===== src/rtl/mc_ctrl_fsm.sv =====
// -----------------------------------------------------------------------------
// mc_ctrl_fsm
//   Multicycle control sequencer for the MIPS-subset core. The datapath shares
//   one memory port and one ALU across cycles. This block walks each
//   instruction through its cycles and drives the datapath enables/selects
//   for the current cycle.
//
//   Outputs are Moore-style, decoded from the current state. The FETCH write
//   strobes, and the stalls in MEMRD/MEMWR, are additionally gated by the
//   memory handshake. The outputs are decoded combinationally so that an
//   asynchronous reset removes any in-flight strobe in the same cycle.
//
// Ports
//   clk            in   rising-edge system clock
//   reset_n        in   asynchronous active-low reset
//   op[5:0]        in   opcode from the instruction register (stable from DECODE)
//   mem_ready      in   memory access completes this cycle
//   pcwrite        out  unconditional PC write
//   branch         out  BEQ conditional PC write enable (taken if zero)
//   ble            out  BLE conditional PC write enable (taken if result <= 0)
//   iord           out  memory address select: 0=PC, 1=ALUOut
//   memwrite       out  memory write strobe
//   byte_enable    out  byte-wide store (SB)
//   irwrite        out  instruction register load
//   regwrite       out  register file write
//   regdst         out  destination select: 1=rd, 0=rt
//   memtoreg       out  write back from the memory data register
//   res_zeroextimm out  write back the zero-extended immediate (LI)
//   alusrca        out  ALU A: 0=PC, 1=rs
//   alusrcb[1:0]   out  ALU B: 00=rt, 01=4, 10=signimm, 11=signimm<<2
//   aluop[1:0]     out  00=add, 01=sub, 10=funct, 11=sub (BLE compare)
//   pcsrc[1:0]     out  00=ALU result, 01=ALUOut, 10=jump target
//   halted         out  sticky halt indicator
//   state[3:0]     out  current state encoding (debug)
//   instr_count    out  retired-instruction count, wraps modulo 2^CNT_W
// -----------------------------------------------------------------------------
module mc_ctrl_fsm #(
  parameter int CNT_W = 32
) (
  input  logic             clk,
  input  logic             reset_n,
  input  logic [5:0]       op,
  input  logic             mem_ready,
  output logic             pcwrite,
  output logic             branch,
  output logic             ble,
  output logic             iord,
  output logic             memwrite,
  output logic             byte_enable,
  output logic             irwrite,
  output logic             regwrite,
  output logic             regdst,
  output logic             memtoreg,
  output logic             res_zeroextimm,
  output logic             alusrca,
  output logic [1:0]       alusrcb,
  output logic [1:0]       aluop,
  output logic [1:0]       pcsrc,
  output logic             halted,
  output logic [3:0]       state,
  output logic [CNT_W-1:0] instr_count
);

  typedef enum logic [3:0] {
    S_FETCH    = 4'd0,
    S_DECODE   = 4'd1,
    S_MEMADR   = 4'd2,
    S_MEMRD    = 4'd3,
    S_MEMWB    = 4'd4,
    S_MEMWR    = 4'd5,
    S_EXECUTE  = 4'd6,
    S_ALUWB    = 4'd7,
    S_BRANCH   = 4'd8,
    S_ADDIEX   = 4'd9,
    S_ADDIWB   = 4'd10,
    S_JUMP     = 4'd11,
    S_LIWB     = 4'd12,
    S_HALT     = 4'd13,
    S_UNUSED14 = 4'd14,
    S_UNUSED15 = 4'd15
  } state_t;

  localparam logic [5:0] OP_RTYPE = 6'b000000;
  localparam logic [5:0] OP_LW    = 6'b100011;
  localparam logic [5:0] OP_SW    = 6'b101011;
  localparam logic [5:0] OP_SB    = 6'b101000;
  localparam logic [5:0] OP_BEQ   = 6'b000100;
  localparam logic [5:0] OP_BLE   = 6'b011111;
  localparam logic [5:0] OP_ADDI  = 6'b001000;
  localparam logic [5:0] OP_J     = 6'b000010;
  localparam logic [5:0] OP_LI    = 6'b010001;

  state_t           state_r;
  state_t           next_state_s;
  logic             retire_s;
  logic [CNT_W-1:0] instr_count_r;

  assign state       = state_r;
  assign instr_count = instr_count_r;

  // State register; reset lands in FETCH so fetch outputs apply during reset.
  always_ff @(posedge clk or negedge reset_n) begin
    if (!reset_n) begin
      state_r <= S_FETCH;
    end else begin
      state_r <= next_state_s;
    end
  end

  // Retired-instruction counter: bumps on each return to FETCH.
  always_ff @(posedge clk or negedge reset_n) begin
    if (!reset_n) begin
      instr_count_r <= '0;
    end else if (retire_s) begin
      instr_count_r <= instr_count_r + {{(CNT_W-1){1'b0}}, 1'b1};
    end else begin
      instr_count_r <= instr_count_r;
    end
  end

  // Next-state and per-state datapath controls, all defaulted to idle first.
  always_comb begin
    next_state_s   = state_r;
    pcwrite        = 1'b0;
    branch         = 1'b0;
    ble            = 1'b0;
    iord           = 1'b0;
    memwrite       = 1'b0;
    byte_enable    = 1'b0;
    irwrite        = 1'b0;
    regwrite       = 1'b0;
    regdst         = 1'b0;
    memtoreg       = 1'b0;
    res_zeroextimm = 1'b0;
    alusrca        = 1'b0;
    alusrcb        = 2'b00;
    aluop          = 2'b00;
    pcsrc          = 2'b00;
    halted         = 1'b0;

    case (state_r)
      S_FETCH: begin
        // PC+4 and IR load only commit when the instruction word arrives.
        alusrcb = 2'b01;
        pcwrite = mem_ready;
        irwrite = mem_ready;
        if (mem_ready) begin
          next_state_s = S_DECODE;
        end else begin
          next_state_s = S_FETCH;
        end
      end
      S_DECODE: begin
        // Precompute the branch target in ALUOut while decoding.
        alusrcb = 2'b11;
        case (op)
          OP_RTYPE:           next_state_s = S_EXECUTE;
          OP_LW, OP_SW, OP_SB: next_state_s = S_MEMADR;
          OP_BEQ, OP_BLE:     next_state_s = S_BRANCH;
          OP_ADDI:            next_state_s = S_ADDIEX;
          OP_J:               next_state_s = S_JUMP;
          OP_LI:              next_state_s = S_LIWB;
          default:            next_state_s = S_HALT;
        endcase
      end
      S_MEMADR: begin
        alusrca = 1'b1;
        alusrcb = 2'b10;
        if (op == OP_LW) begin
          next_state_s = S_MEMRD;
        end else begin
          next_state_s = S_MEMWR;
        end
      end
      S_MEMRD: begin
        iord = 1'b1;
        if (mem_ready) begin
          next_state_s = S_MEMWB;
        end else begin
          next_state_s = S_MEMRD;
        end
      end
      S_MEMWB: begin
        memtoreg     = 1'b1;
        regwrite     = 1'b1;
        next_state_s = S_FETCH;
      end
      S_MEMWR: begin
        // Write strobe is held for the whole stall until memory accepts it.
        iord        = 1'b1;
        memwrite    = 1'b1;
        byte_enable = (op == OP_SB);
        if (mem_ready) begin
          next_state_s = S_FETCH;
        end else begin
          next_state_s = S_MEMWR;
        end
      end
      S_EXECUTE: begin
        alusrca      = 1'b1;
        aluop        = 2'b10;
        next_state_s = S_ALUWB;
      end
      S_ALUWB: begin
        regdst       = 1'b1;
        regwrite     = 1'b1;
        next_state_s = S_FETCH;
      end
      S_BRANCH: begin
        alusrca = 1'b1;
        pcsrc   = 2'b01;
        if (op == OP_BLE) begin
          aluop = 2'b11;
          ble   = 1'b1;
        end else begin
          aluop  = 2'b01;
          branch = 1'b1;
        end
        next_state_s = S_FETCH;
      end
      S_ADDIEX: begin
        alusrca      = 1'b1;
        alusrcb      = 2'b10;
        next_state_s = S_ADDIWB;
      end
      S_ADDIWB: begin
        regwrite     = 1'b1;
        next_state_s = S_FETCH;
      end
      S_JUMP: begin
        pcsrc        = 2'b10;
        pcwrite      = 1'b1;
        next_state_s = S_FETCH;
      end
      S_LIWB: begin
        regwrite       = 1'b1;
        res_zeroextimm = 1'b1;
        next_state_s   = S_FETCH;
      end
      S_HALT: begin
        halted       = 1'b1;
        next_state_s = S_HALT;
      end
      default: begin
        // Encodings 14/15 are unreachable; park safely if ever seen.
        next_state_s = S_HALT;
      end
    endcase

    if ((next_state_s == S_FETCH) && (state_r != S_FETCH)) begin
      retire_s = 1'b1;
    end else begin
      retire_s = 1'b0;
    end
  end

endmodule


===== config.mk =====
export PLATFORM = sky130hd
export DESIGN_NAME = mc_ctrl_fsm
export DESIGN_NICKNAME = d
export VERILOG_FILES = /design/src/rtl/mc_ctrl_fsm.sv
export SDC_FILE = /design/constraint.sdc
export NUM_CORES = 1
export LEC_CHECK = 0
export BUFFER_PORTS_ARGS = -buffer_cell sky130_fd_sc_hd__clkbuf_2
export CAP_MARGIN = 25
export CORE_AREA = 2 2 102 85
export CTS_CLUSTER_DIAMETER = 120
export DETAILED_ROUTE_END_ITERATION = 6
export DIE_AREA = 0 0 104 87
export GPL_TIMING_DRIVEN = 0
export PLACE_DENSITY = 0.51
export SLEW_MARGIN = 25
export SYNTH_ARGS = -nofsm -noshare
export SYNTH_HDL_FRONTEND = slang
export SYNTH_SLANG_ARGS = --single-unit

===== constraint.sdc =====
create_clock -name clk -period 2.7 [get_ports clk]
set_clock_uncertainty 0.1 [all_clocks]
set_input_delay 0.405 -clock clk [delete_from_list [all_inputs] [get_ports clk]]
set_output_delay 0.405 -clock clk [all_outputs]
set_load 0.03 [all_outputs]

=== Word level (Yosys, flattened, before mapping) ===
Cells that the tools add are included.

* Word-level logic and storage cells: 62
* Flip-flop bits (word level): 36
* Output and inout bits: 55
* Input port bits: 9

* Eq/ne operators: 21
* Add/subtract/negate cells: 1
* Reductions and logical operators: 12
* Muxes and demuxes: 26

{| class="wikitable"
|+ Operators with widths
! kind !! number
|-
| adder 32 x 1 -> 32 bit, second input constant || 1
|-
| one-hot mux 4 bit (8 select lines) || 1
|-
| equality test 4 bit, second input constant || 6
|-
| one-hot mux 4 bit (6 select lines) || 1
|-
| equality test 6 bit, second input constant || 3
|-
| equality test 4 x 3 -> 1 bit, second input constant || 4
|-
| two-way mux 1 bit || 16
|-
| equality test 6 x 5 -> 1 bit, second input constant || 2
|-
| two-way mux 3 bit || 3
|-
| equality test 4 x 2 -> 1 bit, second input constant || 2
|-
| logical NOT 4 bit || 2
|-
| one-hot mux 2 bit (2 select lines) || 2
|-
| OR reduction 4 bit || 2
|-
| equality test 6 x 2 -> 1 bit, second input constant || 1
|-
| equality test 6 x 3 -> 1 bit, second input constant || 1
|-
| equality test 6 x 4 -> 1 bit, second input constant || 1
|-
| logical NOT 6 bit || 1
|-
| one-hot mux 2 bit (3 select lines) || 1
|-
| OR reduction 2 bit || 3
|-
| OR reduction 6 bit || 1
|-
| equality test 4 x 1 -> 1 bit, second input constant || 1
|-
| nonzero test 4 bit || 1
|-
| OR reduction 3 bit || 1
|-
| two-way mux 2 bit || 1
|-
| 2 further kinds || 2
|}

=== Depth between registers and ports, before layout ===
Gate-level depths: netlist of the first run.

* Depth after elaboration: 7
* Gate-level depth with buffers: 10
* Depth with buffers taken out: 7

=== Least setup slack after synthesis of the first run ===
OpenSTA, ideal clock, no wires.

* Path kind: flip-flop to output port
* Start: reg state_r[2], in the netlist state[2]
* End: out branch
* Stages on the path, launching flop included: 6
* Data arrival time: 2,321 ps
* Slack: -126 ps
* Path buffers: 2
* Data required time: 2,195 ps
* Cells stage by stage: dfrtp_1 > clkbuf_1 > clkbuf_1 > nand2b_1 > nor3_1 > and2_1

* Cells in the longest elaborated chain, start to end: 2

{| class="wikitable"
|+ Ends and longest elaborated chain
! item !! RTL line !! RTL
|-
| start, declared || 93 || <nowiki>state_t state_r;</nowiki>
|-
| start signal, assigned || 106 || <nowiki>state_r <= next_state_s;</nowiki>
|-
| equality test 4 bit || 141 || <nowiki>case (state_r)</nowiki>
|-
| two-way mux 1 bit || 141 ||
|-
| end, declared || 45 || <nowiki>output logic branch,</nowiki>
|}

No other way between the ends.

=== Worst setup path in the final report of the first run ===
* Start: reg state_r[1], in the netlist state[1]
* End: reg instr_count_r[1], in the netlist instr_count[1]

* Cells in the longest elaborated chain, start to end: 6
* Elaborated cells on any way between the ends: 19
* Those cells by class: 12 x eq/ne; 2 x mux; 5 x reduce/logical

{| class="wikitable"
|+ Ends and longest elaborated chain
! item !! RTL line !! RTL
|-
| equality test 4 bit or equality test 4 x 3 -> 1 bit (tied branches) || 141 ||
|-
| OR reduction 6 bit (no line) || n/a ||
|-
| one-hot mux 4 bit (8 select lines) (*) || 141 ||
|-
| net next_state_s[0] || 94 || <nowiki>state_t next_state_s;</nowiki>
|-
| logical NOT 4 bit (*) || 250 || <nowiki>if ((next_state_s == S_FETCH) && (state_r != S_FETCH)) begin</nowiki>
|-
| logical AND 1 bit (*) || 250 ||
|-
| two-way mux 1 bit (*) || 250 ||
|-
| end signal, assigned || 115 || <nowiki>instr_count_r <= instr_count_r + {{(CNT_W-1){1'b0}}, 1'b1};</nowiki>
|-
| end signal, assigned || 117 || <nowiki>instr_count_r <= instr_count_r;</nowiki>
|-
| end, declared || 96 || <nowiki>logic [CNT_W-1:0] instr_count_r;</nowiki>
|}

The timed path passes the listed nets; every way through them passes the cells marked *.
A chain may end at the register's enable or synchronous reset.

==> flow_summary.ini, run 1 <==
[placement]
routabilityCongestion = 0.818
dp_slack_ps = -152
numPortBuffers = 59
dp.cells = 421
dp_hpwl_um = 4500

[synthesis]
async_flop_share_pct = 100
yosysSeqAreaShare_pct = 38.3
synthCells = 250
synth_cell_types = 49
ys_ff_latch = 36
synth_enable_flop_cells = 0
ys.warnings.count = 0
netlist_area_mm2 = 0.00235
synth_ff_type = dfrtp_1
avgSynthCellArea_um2 = 9.40
syn-num-nets = 260

[job]
maxCapViolations = 0

[floorplan]
dieArea_mm2 = 0.00905
dieHeight_um = 87
core_area_mm2 = 0.00811
ios = 64
fp.dieW_um = 104
initial_core_util_pct = 29.0
rows = 30

[worst_setup_path]
r2r-end = instr_count[1]$_DFFE_PN0P_
crit_type = reg2reg
end_kind = flip-flop
cp_max_fo = 10
r2r.worst_path.cells = 9
critPathArrivalTime_ps = 2640
critical-path-top-delay-family = simple AND/OR/NAND/NOR gates
reg2reg_slack_ps = 130
cpMaxStageDelayCell = dfrtp_1
worstSetupStartpointType = flip-flop
max_stage_delay_ps = 390
path_cells = buf_2 > nor2_1 > o21a_1 > o21ai_0 > o311ai_1 > or3_1 > buf_2 > or3_4 > mux2_4
path_buf_inv = 2
timing.rr.start = state[1]$_DFF_PN0_
worst_ep_required_time_ps = 2770
cpMostUsedCell = buf_2

[layout]
syn_to_final_growth_pct = 23.5
n_antenna_cell = 0
final_common_cell = clkbuf_2
stdcell_count = 428
layout_common_cells = clkbuf_2 (60), dfrtp_1 (36), xor2_1 (24), nand2_1 (18), nor3_1 (17)
fin_nets = 325
drive_gt1_share_pct = 34.2

[power_and_ir_drop]
leakagePower_nw = 1.36
ir_worst_vdd_uv = 134
cellPowerDensity_mw_per_mm2 = 337

[cts]
clk_pin_slew_worst_paths_ps = 70
h-tree-depth = 2
cts_tree = built
worstSkewPairLatency_ps = 280
clock_path_buffers = 2
cts_buffers = 5
clock-sinks = 36
root_buffer = clkbuf_8

[timing]
rsz0062_at_grt = no
fmax_ghz = 0.390
worstMarginPinSlew_ps = 821
hold_viol_final = 0
fin_crit_sh_pct = 95.0
setup_violations = 0
period_needed_ps = 2570
slew_violations = 0
relSlewSlack_pct = 45.2
worst_slack_ps = 134

[detailed_routing]
first_iter_violations = 91
ant_nets = 0
drc = 0
wl_per_cell_um = 14.2
via_count = 2055
firstDrtPassIters = 4
routed_wl_um = 6080
via_per_inst = 4.80

[run_status]
status = completed

[global_route]
grt-ovfl-total = 0
grt_max_degree = 37
antenna_found_initial = 0
grt_pass1_wl_um = 9830
grt_pass1_vias = 1923
grt.total_usage_pct = 13.4

[hold_path]
hp-class = in2async
[timing repair]
action                                  4_1_cts  5_1_grt
endpoints found under the setup margin        7       36
cloned                                        0        0
endpoints found under the hold margin         0        0
buffers inserted                              0        0
pin swaps                                     0        1
hold buffers                                  0        0
gates resized for setup                       2        6
[Yosys cell counts, drive strengths merged (6+ instances only)]
library cell,n,area share (%)
nand2,18,2.9
nand3,16,3.4
xnor2,9,3.4
and4,6,2.2
dfrtp,36,38
nor4,14,6.9
and3,7,2.1
buf,18,4.5
xor2,24,8.9
nand4,11,2.9
nor3,21,4.5
nor2,16,2.7
[per-layer routing]
metal | global-route usage, % | part of all wire, % | vias to the layer above
met4 | 2.83 | 0.31 | 0
met2 | 19.7 | 43 | 35
met5 | 0 | 0 | -
li1 | - | - | 1041
met1 | 20.1 | 54 | 974
met3 | 2.77 | 3.4 | 5
[flip-flops by register name (all words and copies together) (netlist names)]
signal and count:
state 4, instr_count 32
[worst register-to-register path: stages (launching register included)]
cell and delay [ps]:
dfrtp_1 390, buf_2 230, nor2_1 70, o21a_1 180
o21ai_0 140, o311ai_1 170, or3_1 340, buf_2 180
or3_4 350, mux2_4 300
[metrics by stage]
step           hold WS (ps)  area (um2)  total power [W]  util (%)  setup TNS, ps
3_3_place_gp            357        2790         0.000591      34.4           -531
6_report                116        2900         0.000979      35.8              0
3_5_place_dp            371        2790         0.000591      34.4           -558
2_1_floorplan          9.41        2350         0.000571         -              0
5_1_grt                 183        2900          0.00102      35.8              0
4_1_cts                 175        2890         0.000989      35.7              0
[area by class of cell]
type                       count  area, um2
buffer                        19        113
clock buffer                   8       90.1
fill                         864       5200
inverter                       4       15.0
multi-input combinational    190       1350
sequential                    36        901
tap                          112        140
timing repair buffer          59        295
[power breakdown]
group | switching, W | internal (W)
combinational | 0.0000275 | 0.0000131
sequential | 0 | 0.000539
clock | 0.000191 | 0.000208
total | 0.000219 | 0.000760
[worst max-delay path by stage]
stage	start	endpoint	cells past startpoint
2_1_floorplan	state[2]$_DFF_PN0_	ble	4
3_3_place_gp	state[3]$_DFF_PN0_	instr_count[31]$_DFFE_PN0P_	9
3_5_place_dp	state[3]$_DFF_PN0_	instr_count[31]$_DFFE_PN0P_	9
4_1_cts	state[2]$_DFF_PN0_	instr_count[3]$_DFFE_PN0P_	8
5_1_grt	state[3]$_DFF_PN0_	instr_count[27]$_DFFE_PN0P_	10
6_report	state[1]$_DFF_PN0_	instr_count[1]$_DFFE_PN0P_	9
[logic make-up after synthesis]
family          synth area share, %
compound gates                 5.49
fa+ha+maj                     0.532
mux                            1.49
xor+xnor                       12.3
flops                          38.3
simple gates                   36.4
buf+inv                        5.48
No activity file was read; power rests on OpenSTA's default activity.
==> run 2: changes to the inputs <==
--- a/config.mk
+++ b/config.mk
@@ -13,6 +13,7 @@
 export DIE_AREA = 0 0 104 87
 export GPL_TIMING_DRIVEN = 0
 export PLACE_DENSITY = 0.51
+export RECOVER_POWER = 25
 export SLEW_MARGIN = 25
 export SYNTH_ARGS = -nofsm -noshare
 export SYNTH_HDL_FRONTEND = slang
==> flow_summary.ini, run 2 (same netlist as run 1, synthesis figures left out) <==
[power_and_ir_drop]
swShare_pct = 22.4
p_int_w = 0.000760
leakagePower_nw = 1.36
clock_power_share_pct = 40.8
seqPwrFrac_pct = 55.1
p_total_w = 0.000979
cellPowerDensity_mw_per_mm2 = 337
switching_power_w = 0.000219
comb_power_share_pct = 4.1
ir_worst_vdd_uv = 134

[timing]
setup_violations = 0
hold_viol_final = 0
worstMarginPinSlew_ps = 1960
fin_crit_sh_pct = 95.0
fmax_ghz = 0.390
relSlewSlack_pct = -30.9
period_needed_ps = 2570
rsz0062_at_grt = no
slew_violations = 37

[placement]
numPortBuffers = 59
dp_hpwl_um = 4500
post_dp_cell_area_mm2 = 0.00279
routabilityCongestion = 0.818

[detailed_routing]
wl_per_cell_um = 14.2
first_iter_violations = 91
via_per_inst = 4.80
ant_nets = 0
routed_wl_um = 6080
drc = 0
firstDrtPassIters = 4
via_count = 2055

[worst_setup_path]
end_kind = flip-flop
cp_max_fo = 10
critPathArrivalTime_ps = 2640
timing.rr.start = state[1]$_DFF_PN0_
worst_ep_required_time_ps = 2770
r2r.worst_path.cells = 9
worstSetupStartpoint = state[1]$_DFF_PN0_
crit_type = reg2reg
worstSetupStartpointType = flip-flop

[layout]
final_cell_area_mm2 = 0.00290
layout_common_cells = clkbuf_2 (60), dfrtp_1 (36), xor2_1 (24), nand2_1 (18), nor3_1 (17)
n_antenna_cell = 0
drive_gt1_share_pct = 33.9
syn_to_final_growth_pct = 23.5
fillers = 865
fin_nets = 325
largest_reg_flops = 32
final_common_cell = clkbuf_2

[global_route]
grt_max_degree = 37
grt_pass1_vias = 1923
grt.total_usage_pct = 13.4
grt_pass1_wl_um = 9830
antenna_found_initial = 0
grt-ovfl-total = 0

[floorplan]
initial_core_util_pct = 29.0
dieArea_mm2 = 0.00905
core_area_mm2 = 0.00811
ios = 64
fp.dieW_um = 104
dieHeight_um = 87
rows = 30

[hold_path]
whs_path_depth = 1
hp-start = instr_count[31]$_DFFE_PN0P_
hp-class = reg2reg

[cts]
h-tree-depth = 2
cts_buffers = 5
cts_tree = built
cts_setup_buffers = 0
root_buffer = clkbuf_8
clock-sinks = 36
worstSkewPairLatency_ps = 280
clock_path_buffers = 2
holdBufCountCts = 0
clk_pin_slew_worst_paths_ps = 70

[run_status]
violations = max-capacitance violations, max-slew violations
status = finished, violations left

[job]
maxCapViolations = 1
==> run 2: cell count changes in the layout (fill, tap and decap cells not counted), sizes merged <==
| cell | before | now |
|---|---|---|
| buf | 18 | 17 |
| clkbuf | 68 | 69 |
==> run 2: repair_timing <==
item	CTS	global route
pin swaps	0	1
endpoints found under the setup margin	7	36
resized for setup	2	6
==> run 2: final cells by class <==
cell class | count | area, um2 | share of cell area [%]
Multi-Input combinational cell | 190 | 1350 | 46.5
Sequential cell | 36 | 901 | 31.0
Timing Repair Buffer | 59 | 294 | 10.1
Tap cell | 112 | 140 | 4.83
Buffer | 19 | 113 | 3.88
Clock buffer | 8 | 90.1 | 3.10
Inverter | 4 | 15.0 | 0.517
==> run 2: final timing paths <==
check	end	slack, ps
worst max-delay path	instr_count[1]$_DFFE_PN0P_	130
worst min-delay path	instr_count[31]$_DFFE_PN0P_	370
worst max register to register	instr_count[1]$_DFFE_PN0P_	130
worst min register to register	instr_count[31]$_DFFE_PN0P_	370
max in group asynchronous	instr_count[31]$_DFFE_PN0P_	810
min in group asynchronous	instr_count[15]$_DFFE_PN0P_	570
==> run 2: through the flow <==
| stage | utilization, % | cells | TNS [ps] | setup slack (ps) | hold WS, ps |
|---|---|---|---|---|---|
| after detailed placement | 34.4 | 421 | -558 | -152 | 371 |
| after floorplan | - | 250 | 0 | 57.3 | 9.41 |
| after CTS | 35.7 | 429 | 0 | 39.6 | 175 |
| after global placement | 34.4 | 421 | -531 | -130 | 357 |
| after global routing | 35.8 | 428 | 0 | 8.44 | 386 |
| final | 35.8 | 428 | 0 | 134 | 374 |
==> run 2: worst max-delay path: stages (launching register included) <==
cell      delay [ps]
dfrtp_1          390
buf_2            230
nor2_1            70
o21a_1           180
o21ai_0          140
o311ai_1         170
or3_1            340
buf_2            180
or3_4            350
mux2_4           300
==> run 2: power groups by stage <==
| stage | Sequential [W] | Clock, W | Combinational [W] |
|---|---|---|---|
| after global routing | 0.000539 | 0.000432 | 0.0000462 |
| after CTS | 0.000539 | 0.000409 | 0.0000415 |
| final | 0.000539 | 0.000400 | 0.0000404 |
| after global placement | 0.000549 | 0 | 0.0000411 |
| after floorplan | 0.000550 | 0 | 0.0000217 |
| after detailed placement | 0.000549 | 0 | 0.0000413 |
==> run 2: layer usage <==
layer  routed length (um)  vias to the layer above  global-route usage (%)  share of wire (%)
met1                 3270                      974                    20.1                 54
met2                 2590                       35                    19.7                 43
met5                    0                        -                       0                  0
met4                   19                        0                    2.83               0.31
met3                  206                        5                    2.77                3.4
li1                     -                     1041                       -                  -
==> run 3: changes to the inputs <==
--- a/config.mk
+++ b/config.mk
@@ -7,12 +7,14 @@
 export LEC_CHECK = 0
 export BUFFER_PORTS_ARGS = -buffer_cell sky130_fd_sc_hd__clkbuf_2
 export CAP_MARGIN = 25
+export CELL_PAD_IN_SITES_DETAIL_PLACEMENT = 1
+export CELL_PAD_IN_SITES_GLOBAL_PLACEMENT = 2
 export CORE_AREA = 2 2 102 85
 export CTS_CLUSTER_DIAMETER = 120
 export DETAILED_ROUTE_END_ITERATION = 6
 export DIE_AREA = 0 0 104 87
 export GPL_TIMING_DRIVEN = 0
-export PLACE_DENSITY = 0.51
+export PLACE_DENSITY = 0.76
 export RECOVER_POWER = 25
 export SLEW_MARGIN = 25
 export SYNTH_ARGS = -nofsm -noshare
==> flow_summary.ini, run 3 (same netlist as run 1, synthesis figures left out) <==
[job]
maxCapViolations = 1

[detailed_routing]
routed_wl_um = 6630
drc = 0
ant_nets = 0
wl_per_cell_um = 15.5
first_iter_violations = 96
via_per_inst = 4.99
via_count = 2142
firstDrtPassIters = 4

[worst_setup_path]
r2r-end = instr_count[27]$_DFFE_PN0P_
end_kind = flip-flop
critPathArrivalTime_ps = 2630
worstSetupStartpoint = state[0]$_DFF_PN0_
worstSetupStartpointType = flip-flop
worst_ep_required_time_ps = 2770
r2r.worst_path.cells = 9
timing.rr.start = state[0]$_DFF_PN0_
crit_type = reg2reg
cp_max_fo = 10
path_cells = buf_2 > nor4_2 > nor3_4 > and2_1 > buf_2 > and3_1 > nand4_1 > nor4_2 > xor2_1
max_stage_delay_ps = 610
path_buf_inv = 2
cpMaxStageDelayCell = nor4_2
reg2reg_slack_ps = 140
critical-path-top-delay-family = simple AND/OR/NAND/NOR gates

[power_and_ir_drop]
ir_worst_vdd_uv = 174
leakagePower_nw = 1.40
cellPowerDensity_mw_per_mm2 = 333

[timing]
relSlewSlack_pct = -28.2
fmax_ghz = 0.390
rsz0062_at_grt = no
setup_violations = 0
slew_violations = 37
hold_viol_final = 0
totalNegativeSetupSlack_ps = 0
worstMarginPinSlew_ps = 1920
period_needed_ps = 2560
fin_crit_sh_pct = 94.9

[cts]
cts_tree = built
cts_buffers = 5
clock_path_buffers = 2
h-tree-depth = 2
worstSkewPairLatency_ps = 290
root_buffer = clkbuf_8
clock-sinks = 36
holdBufCountCts = 0
clk_pin_slew_worst_paths_ps = 70

[layout]
layout_common_cells = clkbuf_2 (60), dfrtp_1 (35), xor2_1 (24), nand2_1 (18), nand3_1 (16)
syn_to_final_growth_pct = 26.0
drive_gt1_share_pct = 36.3
final_common_cell = clkbuf_2
fin_nets = 326
largest_reg_flops = 32
fillers = 994
n_antenna_cell = 0
stdcell_count = 429

[floorplan]
dieArea_mm2 = 0.00905
dieHeight_um = 87
fp.dieW_um = 104
initial_core_util_pct = 29.0
rows = 30
core_area_mm2 = 0.00811
ios = 64

[placement]
dp.cells = 421
routabilityCongestion = 0.812
dp_hpwl_um = 4980
numPortBuffers = 59

[run_status]
violations = max-capacitance violations, max-slew violations
status = finished, violations left

[global_route]
grt_pass1_wl_um = 11200
grt-ovfl-total = 0
grt_max_degree = 37
antenna_found_initial = 0
grt_pass1_vias = 2123
grt.total_usage_pct = 15.5

[hold_path]
hp-class = reg2reg
whs_path_depth = 1
min_to = instr_count[30]$_DFFE_PN0P_
hp-start = instr_count[30]$_DFFE_PN0P_
==> run 3: changes by cell type in the layout (fill, tap and decap cells not counted), sizes merged <==
cell,change
clkinv,+2
buf,-1
==> run 3: stage by stage <==
stage / util, % / worst slack [ps] / power [W] / hold WS [ps] / area (um2)
after floorplan: - / 57.3 / 0.000571 / 9.41 / 2350
after global placement: 34.4 / -237 / 0.000591 / 356 / 2790
after detailed placement: 34.4 / -353 / 0.000591 / 376 / 2790
after CTS: 35.8 / 14.9 / 0.00100 / 159 / 2910
after global routing: 36.5 / 18.8 / 0.00104 / 404 / 2960
final: 36.5 / 138 / 0.000988 / 390 / 2960
==> run 3: final cells by class <==
class,count,area (um2),area share [%]
buffer,19,120,4.06
clock buffer,6,82.6,2.79
clock inverter,2,10.0,0.338
inverter,4,15.0,0.507
multi-input combinational,190,1390,46.9
sequential,36,902,30.5
tap,112,140,4.73
timing repair buffer,60,302,10.2
==> run 3: how the worst max path moves through the flow <==
stage	endpoint	slack (ps)	cells after the start
after floorplan	ble	60	4
after global placement	instr_count[31]$_DFFE_PN0P_	-240	9
after detailed placement	instr_count[31]$_DFFE_PN0P_	-350	9
after CTS	instr_count[10]$_DFFE_PN0P_	10	9
after global routing	instr_count[31]$_DFFE_PN0P_	20	10
final	instr_count[27]$_DFFE_PN0P_	140	9
==> run 3: repair_timing <==
item                       in CTS  in global routing
setup endpoints to repair      20                 37
buffers inserted                0                  1
resized for setup               5                 15
pin swaps                       0                  1
==> run 3: power breakdown <==
part           switching, W  internal (W)
sequential                0      0.000539
combinational     0.0000278     0.0000129
clock              0.000204      0.000204
total              0.000232      0.000755
==> run 3: layer usage <==
layer  track usage, %  up-vias  wire [um]
li1                 -     1040          -
met1             23.2     1061       3380
met2             22.8       35       2970
met3             3.81        6        227
met4             2.95        0         60
met5                0        -          0
